**config.mk**
```make
export PLATFORM = sky130hd
export DESIGN_NAME = uart_tx_arbiter_flat
export DESIGN_NICKNAME = d
export VERILOG_FILES = /design/src/rtl/uart_pkg.sv /design/src/rtl/uart_tx_arbiter_if.sv /design/src/rtl/uart_tx_arbiter_rr_pick.sv /design/src/rtl/uart_tx_arbiter.sv /design/src/flat_wrapper.sv
export SDC_FILE = /design/constraint.sdc
export NUM_CORES = 1
export LEC_CHECK = 0
export CORE_MARGIN = 4
export CORE_UTILIZATION = 51
export DETAILED_ROUTE_END_ITERATION = 10
export HOLD_SLACK_MARGIN = 0.02
export PLACE_DENSITY = 0.85
export SETUP_SLACK_MARGIN = 0.3
export SLEW_MARGIN = 20
export SYNTH_ARGS = -nofsm -noshare
export SYNTH_HDL_FRONTEND = slang
export SYNTH_HIERARCHICAL = 1
export SYNTH_SLANG_ARGS = --single-unit
```
**constraint.sdc**
```tcl
create_clock -name clk -period 5.76 [get_ports clk]
set_input_delay 0.576 -clock clk [delete_from_list [all_inputs] [get_ports clk]]
set_output_delay 0.576 -clock clk [all_outputs]
set_load 0.03 [all_outputs]
```
**src/rtl/uart_pkg.sv**
```systemverilog
// Shared UART definitions: arbiter state encoding and transmitter frame constants.
package uart_pkg;

  typedef enum logic [2:0] {
    IDLE      = 3'd0,
    START     = 3'd1,
    WAIT_BUSY = 3'd2,
    WAIT_DONE = 3'd3,
    GAP       = 3'd4
  } state_t;

  localparam logic START_BIT = 1'b0;
  localparam logic STOP_BIT  = 1'b1;
  localparam int   DATA_BITS = 8;

endpackage

```
**src/rtl/uart_tx_arbiter_if.sv**
```systemverilog
// Requester and transmitter handshake bundle seen by the UART transmit arbiter.
interface uart_tx_arbiter_if
  import uart_pkg::*;
#(
  parameter int N_REQ = 4
);
  logic [N_REQ-1:0]           req;
  logic [DATA_BITS*N_REQ-1:0] req_data;
  logic [N_REQ-1:0]           ack;
  logic [DATA_BITS-1:0]       tx_byte;
  logic                       tx_start;
  logic                       tx_busy;
  logic [$clog2(N_REQ)-1:0]   owner;
  logic                       active;
  logic                       err_timeout;

  modport master (
    input  req, req_data, tx_busy,
    output ack, tx_byte, tx_start, owner, active, err_timeout
  );

  modport slave (
    output req, req_data, tx_busy,
    input  ack, tx_byte, tx_start, owner, active, err_timeout
  );
endinterface

```
**src/rtl/uart_tx_arbiter_rr_pick.sv**
```systemverilog
// Combinational round-robin picker: first set request after i_last, wrapping to i_last itself.
module rr_pick #(
  parameter int N_REQ = 4
) (
  input  logic [N_REQ-1:0]         i_req,
  input  logic [$clog2(N_REQ)-1:0] i_last,
  output logic [$clog2(N_REQ)-1:0] o_winner,
  output logic                     o_valid
);
  localparam int IW = $clog2(N_REQ);

  always_comb begin : pick
    logic [IW-1:0] w_idx;
    o_winner = '0;
    o_valid  = |i_req;
    w_idx    = '0;
    // Scan farthest-first so the nearest set request after i_last overwrites the rest.
    for (int i = N_REQ; i >= 1; i--) begin
      w_idx = IW'((int'(i_last) + i) % N_REQ);
      if (i_req[w_idx]) o_winner = w_idx;
    end
  end
endmodule

```
**src/rtl/uart_tx_arbiter.sv**
```systemverilog
// Round-robin arbiter sharing one UART transmitter, with per-owner bursts and an idle gap.
module uart_tx_arbiter
  import uart_pkg::*;
#(
  parameter int N_REQ         = 4,
  parameter int MAX_BURST     = 4,
  parameter int GAP_CYCLES    = 16,
  parameter int START_TIMEOUT = 64
) (
  input logic                clk,
  input logic                rst,
  uart_tx_arbiter_if.master  bus
);
  localparam int OW = $clog2(N_REQ);
  localparam int BW = $clog2(MAX_BURST) + 1;
  localparam int GW = $clog2(GAP_CYCLES) + 1;
  localparam int TW = $clog2(START_TIMEOUT) + 1;

  state_t               r_state, w_state_next;
  logic [OW-1:0]        r_owner;
  logic [DATA_BITS-1:0] r_tx_byte;
  logic [BW-1:0]        r_burst;
  logic [GW-1:0]        r_gap;
  logic [TW-1:0]        r_to_cnt;
  logic                 r_err;

  logic [OW-1:0]        w_pick;
  logic                 w_pick_valid;
  logic                 w_grant;
  logic [OW-1:0]        w_grant_idx;
  logic [BW-1:0]        w_burst_next;
  logic                 w_gap_done;
  logic                 w_same_ok;
  logic                 w_to_hit;
  logic [DATA_BITS-1:0] w_bytes [N_REQ];
  logic [N_REQ-1:0]     w_ack;

  for (genvar gi = 0; gi < N_REQ; gi++) begin : g_req
    assign w_bytes[gi] = bus.req_data[gi*DATA_BITS +: DATA_BITS];
    assign w_ack[gi]   = (r_state == START) && (r_owner == OW'(gi));
  end

  rr_pick #(.N_REQ(N_REQ)) u_rr_pick (
    .i_req    (bus.req),
    .i_last   (r_owner),
    .o_winner (w_pick),
    .o_valid  (w_pick_valid)
  );

  // A zero gap still spends one cycle in GAP because the counter loads 0.
  assign w_gap_done = (r_gap <= GW'(1));
  assign w_same_ok  = bus.req[r_owner] && (r_burst < BW'(MAX_BURST - 1));
  assign w_to_hit   = ((r_to_cnt + TW'(1)) == TW'(START_TIMEOUT - 1));

  always_ff @(posedge clk or posedge rst) begin
    if (rst) r_state <= IDLE;
    else     r_state <= w_state_next;
  end

  always_comb begin
    w_state_next = r_state;
    w_grant      = 1'b0;
    w_grant_idx  = w_pick;
    w_burst_next = '0;
    case (r_state)
      IDLE: begin
        if (!bus.tx_busy && w_pick_valid) begin
          w_grant      = 1'b1;
          w_state_next = START;
        end
      end
      START: w_state_next = WAIT_BUSY;
      WAIT_BUSY: begin
        if (bus.tx_busy)   w_state_next = WAIT_DONE;
        else if (w_to_hit) w_state_next = IDLE;
      end
      WAIT_DONE: begin
        if (!bus.tx_busy) w_state_next = GAP;
      end
      GAP: begin
        if (w_gap_done) begin
          if (w_same_ok) begin
            w_grant      = 1'b1;
            w_grant_idx  = r_owner;
            w_burst_next = r_burst + BW'(1);
            w_state_next = START;
          end else if (w_pick_valid) begin
            w_grant      = 1'b1;
            w_state_next = START;
          end else begin
            w_state_next = IDLE;
          end
        end
      end
      default: w_state_next = IDLE;
    endcase
  end

  always_comb begin
    bus.ack         = w_ack;
    bus.tx_start    = (r_state == START);
    bus.active      = (r_state != IDLE);
    bus.tx_byte     = r_tx_byte;
    bus.owner       = r_owner;
    bus.err_timeout = r_err;
  end

  always_ff @(posedge clk or posedge rst) begin
    if (rst) begin
      r_owner   <= OW'(N_REQ - 1);
      r_tx_byte <= '0;
      r_burst   <= '0;
      r_gap     <= '0;
      r_to_cnt  <= '0;
      r_err     <= 1'b0;
    end else begin
      if (w_grant) begin
        r_owner   <= w_grant_idx;
        r_tx_byte <= w_bytes[w_grant_idx];
        r_burst   <= w_burst_next;
      end
      if (r_state == START)
        r_to_cnt <= '0;
      else if (r_state == WAIT_BUSY && !bus.tx_busy && !w_to_hit)
        r_to_cnt <= r_to_cnt + TW'(1);
      if (r_state == WAIT_DONE && !bus.tx_busy)
        r_gap <= GW'(GAP_CYCLES);
      else if (r_state == GAP && !w_gap_done)
        r_gap <= r_gap - GW'(1);
      if (r_state == WAIT_BUSY && !bus.tx_busy && w_to_hit)
        r_err <= 1'b1;
    end
  end
endmodule

```
**src/flat_wrapper.sv**
```systemverilog
// flat-port wrapper written by rule: the top's interface ports become plain ports
module uart_tx_arbiter_flat import uart_pkg::*;
#(
  parameter int N_REQ         = 4,
  parameter int MAX_BURST     = 4,
  parameter int GAP_CYCLES    = 16,
  parameter int START_TIMEOUT = 64
)
  (clk, rst, bus_req, bus_req_data, bus_tx_busy, bus_ack, bus_tx_byte, bus_tx_start, bus_owner, bus_active, bus_err_timeout);
  uart_tx_arbiter_if #(.N_REQ(N_REQ)) bus_i ();
  input logic clk;
  input logic rst;
  input wire logic [$bits(bus_i.req)-1:0] bus_req;
  input wire logic [$bits(bus_i.req_data)-1:0] bus_req_data;
  input wire logic [$bits(bus_i.tx_busy)-1:0] bus_tx_busy;
  output wire logic [$bits(bus_i.ack)-1:0] bus_ack;
  output wire logic [$bits(bus_i.tx_byte)-1:0] bus_tx_byte;
  output wire logic [$bits(bus_i.tx_start)-1:0] bus_tx_start;
  output wire logic [$bits(bus_i.owner)-1:0] bus_owner;
  output wire logic [$bits(bus_i.active)-1:0] bus_active;
  output wire logic [$bits(bus_i.err_timeout)-1:0] bus_err_timeout;
  assign bus_i.req = bus_req;
  assign bus_i.req_data = bus_req_data;
  assign bus_i.tx_busy = bus_tx_busy;
  assign bus_ack = bus_i.ack;
  assign bus_tx_byte = bus_i.tx_byte;
  assign bus_tx_start = bus_i.tx_start;
  assign bus_owner = bus_i.owner;
  assign bus_active = bus_i.active;
  assign bus_err_timeout = bus_i.err_timeout;
  uart_tx_arbiter #(.N_REQ(N_REQ), .MAX_BURST(MAX_BURST), .GAP_CYCLES(GAP_CYCLES), .START_TIMEOUT(START_TIMEOUT)) u_core (.clk(clk), .rst(rst), .bus(bus_i));
endmodule
```
Yosys cells after proc, flatten, opt, wreduce, memory -nomap -nowiden
Cells that the tools add are included.
W data, S select, Z words.
Storage, ports and cells
  input bits: 39
  output and inout bits: 17
  bits in registers: 29
  logic and storage cells: 96
Cells by class
  reduce and logical (&&, ||, !) cells: 21
  $add $sub $neg: 7
  mux-type cells: 40
  bitwise logic cells: 1
  equal/unequal tests: 12
  $lt $le $gt $ge: 8
Operators with widths (count)
  $mux W3: 9
  $bmux W8 S2: 1
  $mux W8: 2
  $lt A2 B3 Y1 const B: 5
  $pmux W3 S5: 1
  $mux W2: 7
  $mux W7: 2
  $logic_and A1 B1 Y1: 11
  $bmux W1 S2: 5
  $mux W1: 10
  $mux W5: 2
  $add A7 B1 Y7 const B: 1
  $eq A7 B6 Y1 const B: 1
  $eq A3 B2 Y1 const B: 2
  $le A5 B1 Y1 const B: 1
  $sub A5 B1 Y5 const B: 1
  $add A2 B1 Y2 const B: 2
  $add A2 B2 Y2 const B: 2
  $eq A2 B2 Y1 const B: 2
  $ne A2 B1 Y1 const B: 2
  $reduce_and A4 Y1: 1
  $reduce_bool A2 Y1: 2
  $reduce_or A4 Y1: 1
  $add A3 B1 Y3 const B: 1
  13 further kinds: 15

Logic depth before layout (Yosys ltp)
Gate-level depths: netlist of run 1.
  depth in word-level cells: 14
  mapped depth: 9

By module
The synthesis of run 1 kept the hierarchy.
Modules (own cells, without submodules)
  uart_tx_arbiter: times used 1, sequential area each 728.2 sq um, area each 1834.3 sq um, cells each 182
  rr_pick: times used 1, sequential area each 0.0 sq um, area each 91.3 sq um, cells each 14

Worst setup path before layout of run 1
Ideal clock, no wire load.
  path kind: flip-flop to flip-flop
  start point: reg u_core.r_owner[0] (netlist: u_core/bus.owner[0])
  end point: reg u_core.r_tx_byte[1] (netlist: u_core/bus.tx_byte[1])
  library setup time: 0.123 ns
  required time: 5.637 ns
  clock period less this slack: 2.539 ns
  path slack: 3.221 ns
  arrival time: 2.416 ns
  stages on the path, launching flop included: 7
  cell sequence: dfstp_2 mux4_2 and3_1 buf_6 mux2_4 a2111o_1 o221a_2
On the way
  longest elaborated chain between the ends: 14
  elaborated cells between the ends (all ways): 29
Ends and longest elaborated chain
  start: declaration: RTL line uart_tx_arbiter.sv:20  | logic [OW-1:0] r_owner;
  start signal: assignment: RTL line uart_tx_arbiter.sv:110  | r_owner <= OW'(N_REQ - 1);
  start signal: assignment: RTL line uart_tx_arbiter.sv:118  | r_owner <= w_grant_idx;
  $add A2 B1 Y2: RTL line uart_tx_arbiter_rr_pick.sv:19  | w_idx = IW'((int'(i_last) + i) % N_REQ);
  $bmux W1 S2: RTL line uart_tx_arbiter_rr_pick.sv:20  | if (i_req[w_idx]) o_winner = w_idx;
  $mux W1 (not written as such): RTL line uart_tx_arbiter_rr_pick.sv:20
  $mux W2 (4 in a row): RTL line uart_tx_arbiter_rr_pick.sv:20
  $mux W2: RTL line uart_tx_arbiter.sv:82  | if (w_same_ok) begin
  $mux W2: RTL line uart_tx_arbiter.sv:81  | if (w_gap_done) begin
  $mux W2: RTL line uart_tx_arbiter.sv:65  | case (r_state)
  $not A2 Y3 (not written as such): RTL line uart_tx_arbiter.sv:119  | r_tx_byte <= w_bytes[w_grant_idx];
  $bmux W8 S2: RTL line uart_tx_arbiter.sv:119
  $mux W8 (not written as such) (2 in a row): RTL line uart_tx_arbiter.sv:119
  end signal: assignment: RTL line uart_tx_arbiter.sv:119
  end: declaration: RTL line uart_tx_arbiter.sv:21  | logic [DATA_BITS-1:0] r_tx_byte;
Parallel ways exist; a longest one is shown, timed or not. The select of a mux whose other input is x is not followed.
A chain may end at the register's enable or synchronous reset.

Worst setup path in the final report of run 1
  start point: reg u_core.r_state[1]
  end point: out bus_ack[3]
On the way
  longest elaborated chain between the ends: 2
Ends and longest elaborated chain
  start: declaration: RTL line uart_tx_arbiter.sv:19  | state_t r_state, w_state_next;
  start signal: assignment: RTL line uart_tx_arbiter.sv:57  | else r_state <= w_state_next;
  $eq A3 B1 Y1: RTL line uart_tx_arbiter.sv:40  | assign w_ack[gi] = (r_state == START) && (r_owner == OW'(gi));
  $logic_and A1 B1 Y1: RTL line uart_tx_arbiter.sv:40
  end: declaration: RTL line flat_wrapper.sv:16  | output wire logic [$bits(bus_i.ack)-1:0] bus_ack;
No other way between the ends.

==> out/metrics.cfg, run 1 <==
[drt]
ant_nets=0
drt_iter0_drc=170
via_count=1724
route.detailed.drc=0
wire_per_inst_um=15.9
detail_route.first_pass.iterations=5
vias_per_cell=5.80
wl_um=4710

[place]
gp_congestion=0.849
pre_cts_slack_ps=2690
port_buffers=55
placedCellCount=291
dp_hpwl_um=3470

[synth]
synthSimpleGateAreaFrac_pct=19.2
syn_area_um2=1930
yosysSeqAreaShare_pct=37.8
async_flop_share_pct=100
synth.net_count=240
synth_top_family_by_area=compound AO/OA/AOI/OAI gates
syn_avg_cell_area_um2=9.82
synth-edff-count=0
synth_xor_area_share_pct=2.73
synth_compound_gate_area_share_pct=24.7
synth_seq_cells=29
synthAdderAreaFrac_pct=3.25
synthFlopType=dfrtp_1
ys_types=51
synthMuxAreaShare_pct=7.73
synth_warnings=6
syn_inst=196

[layout]
multiInputGateArea_um2=1110
layout_common_cells=clkdlybuf4s50_1, dfrtp_1, nor2_1, nand2_1, nand3_1
area_growth_pct=32.9
fin_cells=297
nFillCells=281
drive_above_1_share_pct=14.9
regArea_um2=728
diodes=0
final_common_cell=clkdlybuf4s50_1
nets=294

[global_routing]
grt_pass1_vias=1658
grt-ovfl-total=0
grt_antenna_before_repair=0
grt_pass1_wl_um=7670
grt_use_total_pct=19.7
grt_max_degree=30

[clock_tree]
cts_resized=0
clock-root-buffer=clkbuf_8
clk_path_buf_depth=2
cts.reportedPaths.clkPinSlew_ps=60
htree_num_levels=2
numCtsBuffers=5
ctsHoldBuffers=0
clock_latency_ps=270
cts_tree=yes
post_cts_buffers=0
clkSinkCount=29

[min_path]
holdCritPathClass=register to register
hold_depth=1
hold-path-endpoint=u_core/bus.err_timeout$_DFFE_PP0P_
hp-start=u_core/bus.err_timeout$_DFFE_PP0P_

[critical_path]
crit_fanout=9
rr_worst_depth=5
r2r-end=u_core/bus.tx_byte[5]$_DFFE_PP0P_
cp-end-kind=output port
critPathArrivalTime_ps=2260
cp_cell_sequence=nand2b_1 -> or2_2 -> inv_1 -> and3_2 -> clkdlybuf4s50_1
max_stage_delay_ps=660
path_class=register to output port
critPathRequiredTime_ps=5180
timing.rr.start=u_core/bus.owner[0]$_DFFE_PP1P_
crit_path_start_kind=register
cpMaxStageDelayCell=clkdlybuf4s50_1
critPathLaunch=u_core/r_state[1]$_DFFE_PP0P_
r2r_slack_ps=3040

[sta]
fmax_mhz=352
layout_setup_ws_ps=2920
fin_crit_ps=2840
rsz0062_at_grt=no
slew_violations=0
hold_viol_final=0
tns_ps=0
slew_headroom_pct=33.3
skew_ps=6.66
fin_crit_sh_pct=49.3
final-setup-viol-count=0
worst_slew_pin_slew_ps=994

[floorplan]
ioPinCount=56
die_h_um=69.4
dieArea_um2=4820
core_area_um2=3660
row_count=22
initial_core_util_pct=52.6
fp.dieW_um=69.4

[power_and_ir_drop]
peakVddDrop_uv=238
p_leak_nw=1.04
p_total_mw=1.11
powerDensity_nw_per_um2=433

[status]
outcome=finished clean

[run]
maxCapViolations=0

metrics by stage:
| stage | instance area (µm²) | util, % | hold WS (ps) |
|---|---|---|---|
| 2_1_floorplan | 1930 | - | 467 |
| 3_3_place_gp | 2490 | 67.9 | 460 |
| 3_5_place_dp | 2490 | 67.9 | 453 |
| 4_1_cts | 2560 | 69.9 | 470 |
| 5_1_grt | 2560 | 69.9 | 501 |
| 6_report | 2560 | 69.9 | 466 |
how the worst max path moves through the flow:
stage          depth (start not counted)                                end
2_1_floorplan                          6  u_core/bus.tx_byte[1]$_DFFE_PP0P_
3_3_place_gp                           6  u_core/bus.tx_byte[5]$_DFFE_PP0P_
3_5_place_dp                           6  u_core/bus.tx_byte[2]$_DFFE_PP0P_
4_1_cts                                5                         bus_ack[3]
5_1_grt                                6  u_core/bus.tx_byte[0]$_DFFE_PP0P_
6_report                               5                         bus_ack[3]
synthesized netlist by cell type (2+ instances only):
cell | count | area share (%)
and3_2 | 2 | 0.78
buf_6 | 3 | 1.8
clkbuf_1 | 3 | 0.58
nand3_1 | 11 | 2.9
nand2b_1 | 7 | 2.3
ha_1 | 5 | 3.2
o221a_2 | 7 | 4.1
o21ai_0 | 7 | 1.8
o21a_1 | 4 | 1.6
nor2_1 | 12 | 2.3
and3_1 | 3 | 0.97
dfstp_2 | 2 | 2.7
mux2_2 | 8 | 4.7
nor2b_1 | 2 | 0.65
inv_1 | 6 | 1.2
nand2_1 | 12 | 2.3
a2111o_1 | 8 | 4.7
a22o_1 | 2 | 0.91
a21oi_1 | 5 | 1.3
or3_1 | 2 | 0.65
a21boi_0 | 8 | 3.1
xor2_1 | 6 | 2.7
nand4_1 | 2 | 0.65
buf_2 | 3 | 0.78
nor3_1 | 4 | 1.0
o21ai_1 | 10 | 2.6
nand4_2 | 2 | 1.3
dfrtp_1 | 27 | 35
metal layers:
| layer | up-vias | part of all wire (%) | track usage, % |
|---|---|---|---|
| met5 | - | 0 | 0 |
| met4 | 0 | 0.40 | 5.21 |
| met3 | 4 | 6.0 | 5.36 |
| met2 | 55 | 48 | 32.4 |
| met1 | 819 | 45 | 25.6 |
| li1 | 846 | - | - |
sequential cells by signal, summed over array words and instances (netlist names):
signal                  cells
u_core/bus.tx_byte          8
u_core/r_gap                5
u_core/r_state              3
u_core/bus.err_timeout      1
u_core/r_to_cnt             7
u_core/bus.owner            2
u_core/r_burst              3
worst max-delay path, delay by kind of cell (launching register included):
kind,cells,cell delay [ps]
buffers and inverters,2,780
AND/OR/NAND/NOR,3,750
flip-flops,1,460
where the power goes:
group	internal, mW	switching (mW)	leakage (nW)
logic	0.271	0.322	0.637
registers	0.277	0.0882	0.362
clock network	0.0791	0.0705	0.0399
kinds of logic (layout without fill, tap and decap cells):
kind of cell | Yosys count | after routing
xor+xnor | 6 | 6
flops | 29 | 29
compound gates | 60 | 60
buf+inv | 16 | 69
mux | 12 | 12
fa+ha+maj | 5 | 5
simple gates | 68 | 68
final cells by class:
type,count,share of cell area (%)
Tap cell,48,2.35
Clock buffer,5,2.69
Inverter,6,0.880
Sequential cell,29,28.4
Clock inverter,1,0.196
Multi-Input combinational cell,151,43.4
Timing Repair Buffer,57,22.1
(Power assumes the default switching activity.)
==> inputs of run 2 (changes only) <==
Settings changed: CORE_UTILIZATION 51 to 43, PLACE_DENSITY 0.85 to 0.76.
Clock period 5.76 ns to 2.4 ns, I/O delays scaled along.
==> out/metrics.cfg, run 2 (synthesis gave the netlist of run 1 again) <==
[layout]
nets=322  ; was 294
diodes=0  ; unchanged
post-route-util_pct=66.4  ; was 69.9%
layout_common_cells=clkdlybuf4s50_1, dfrtp_1, buf_4, nand2_1  ; was clkdlybuf4s50_1, dfrtp_1, nor2_1, nand2_1, nand3_1
drive_above_1_share_pct=28.7  ; was 14.9%
largest_reg_flops=8  ; unchanged
final_common_cell=clkdlybuf4s50_1  ; unchanged
area_growth_pct=50.2  ; was 32.9%

[sta]
skew_ps=3.41  ; was 6.66 ps
whs_ps=340  ; was 466 ps
final-setup-viol-count=0  ; unchanged
slew_headroom_pct=72.1  ; was 33.3%
fin_crit_ps=2220
fin_crit_sh_pct=92.6
worst_slew_pin_slew_ps=415  ; was 994 ps
hold_viol_final=0  ; unchanged
slew_violations=0  ; unchanged
rsz0062_at_grt=yes  ; was no
fmax_mhz=450

[clock_tree]
cts_tree=yes  ; unchanged
clock-root-buffer=clkbuf_8  ; unchanged
htree_num_levels=2  ; unchanged
clock_latency_ps=280  ; was 270 ps
cts.reportedPaths.clkPinSlew_ps=60  ; about the same
numCtsBuffers=5  ; unchanged
clkSinkCount=29  ; unchanged
clk_path_buf_depth=2  ; unchanged

[floorplan]
initial_core_util_pct=44.2  ; was 52.6%
die_h_um=74.9  ; was 69.4 µm
row_count=24  ; was 22
fp.dieW_um=74.9  ; was 69.4 µm
core_area_um2=4350  ; was 3660 µm²
dieArea_um2=5610  ; was 4820 µm²
ioPinCount=56  ; unchanged

[global_routing]
grt_antenna_before_repair=0  ; unchanged
grt_pass1_vias=1722  ; was 1658
grt_pass1_wl_um=8000  ; was 7670 µm
grt-ovfl-total=0  ; unchanged
grt_use_total_pct=18.8  ; was 19.7%
grt_max_degree=30  ; unchanged

[critical_path]
crit_path_start_kind=register  ; unchanged
crit_path_end=u_core/bus.tx_byte[7]$_DFFE_PP0P_  ; was bus_ack[3]
crit_fanout=5  ; was 9
r2r-end=u_core/bus.tx_byte[7]$_DFFE_PP0P_  ; was u_core/bus.tx_byte[5]$_DFFE_PP0P_
cp-end-kind=register  ; was output port
rr_worst_depth=5  ; unchanged
critPathArrivalTime_ps=2390  ; was 2260 ps
path_class=register to register  ; was register to output port
critPathLaunch=u_core/bus.owner[0]$_DFFE_PP1P_  ; was u_core/r_state[1]$_DFFE_PP0P_
r2r_slack_ps=180  ; was 3040 ps
critPathRequiredTime_ps=2570  ; was 5180 ps
timing.rr.start=u_core/bus.owner[0]$_DFFE_PP1P_  ; unchanged

[power_and_ir_drop]
powerDensity_nw_per_um2=1020  ; was 433 nW/µm²
p_leak_nw=1.20  ; was 1.04 nW
peakVddDrop_uv=412  ; was 238 µV

[drt]
vias_per_cell=5.58  ; was 5.80
wire_per_inst_um=15.6  ; was 15.9 µm
via_count=1847  ; was 1724
drt_iter0_drc=145  ; was 170
route.detailed.drc=0  ; unchanged
detail_route.first_pass.iterations=4  ; was 5
ant_nets=0  ; unchanged
wl_um=5160  ; was 4710 µm

[min_path]
holdCritPathClass=primary input to async pin  ; was register to register

[place]
gp_congestion=0.815  ; was 0.849
port_buffers=55  ; unchanged
dp_hpwl_um=3730  ; was 3470 µm

[status]
outcome=finished clean  ; unchanged

[run]
maxCapViolations=0  ; unchanged

[run 2: layout make-up]
type	count	area (µm²)
Tap cell	52	65.1
Fill cell	352	1460
Clock buffer	6	72.6
Sequential cell	29	732
Inverter	6	22.5
Multi-Input combinational cell	153	1200
Clock inverter	2	10.0
Timing Repair Buffer	83	791
[run 2: report_power, final]
part | switching [mW] | internal [mW] | total [mW]
clock | 0.186 | 0.200 | 0.387
sequential | 0.157 | 0.668 | 0.825
combinational | 0.898 | 0.847 | 1.75
total | 1.24 | 1.71 | 2.96
[run 2: per-layer routing]
layer,GRT usage [%],part of all wire [%]
met4,8.30,1.4
met5,0,0
met1,23.7,43
met3,3.60,3.8
met2,31.0,51
[run 2: how the worst min path moves through the flow]
stage                                               to  cells past startpoint  slack [ps]
finish               u_core/bus.tx_byte[2]$_DFFE_PP0P_                      3         340
global placement    u_core/bus.err_timeout$_DFFE_PP0P_                      1         440
global route            u_core/r_to_cnt[0]$_DFFE_PP0P_                      3         390
CTS                     u_core/r_to_cnt[0]$_DFFE_PP0P_                      3         350
detailed placement  u_core/bus.err_timeout$_DFFE_PP0P_                      1         450
floorplan           u_core/bus.err_timeout$_DFFE_PP0P_                      1         320
[run 2: metrics by stage]
stage / setup TNS, ps / cells / setup WS (ps) / cell area [µm²] / total power [mW]
final: 0 / 331 / 177 / 2890 / 2.96
after global routing: 0 / 331 / 132 / 2890 / 3.14
after CTS: 0 / 325 / 159 / 2790 / 2.89
after detailed placement: -46.2 / 311 / -14.3 / 2640 / 2.41
after global placement: 0 / 311 / 30.4 / 2640 / 2.38
after floorplan: -810 / 196 / -102 / 1940 / 1.86
[run 2: worst max-delay path, cell delays in order, from the launching register on]
cell	delay (ps)
dfstp_2	540
mux4_2	570
and3_4	240
mux2_4	340
a2111o_1	290
o221a_2	130
[run 2: timing repair]
action,4_1_cts,5_1_grt
resized for setup,17,17
setup endpoints to repair,13,17
cloned,3,1
hold buffers,0,0
buffers inserted,3,5
pin swaps,2,5
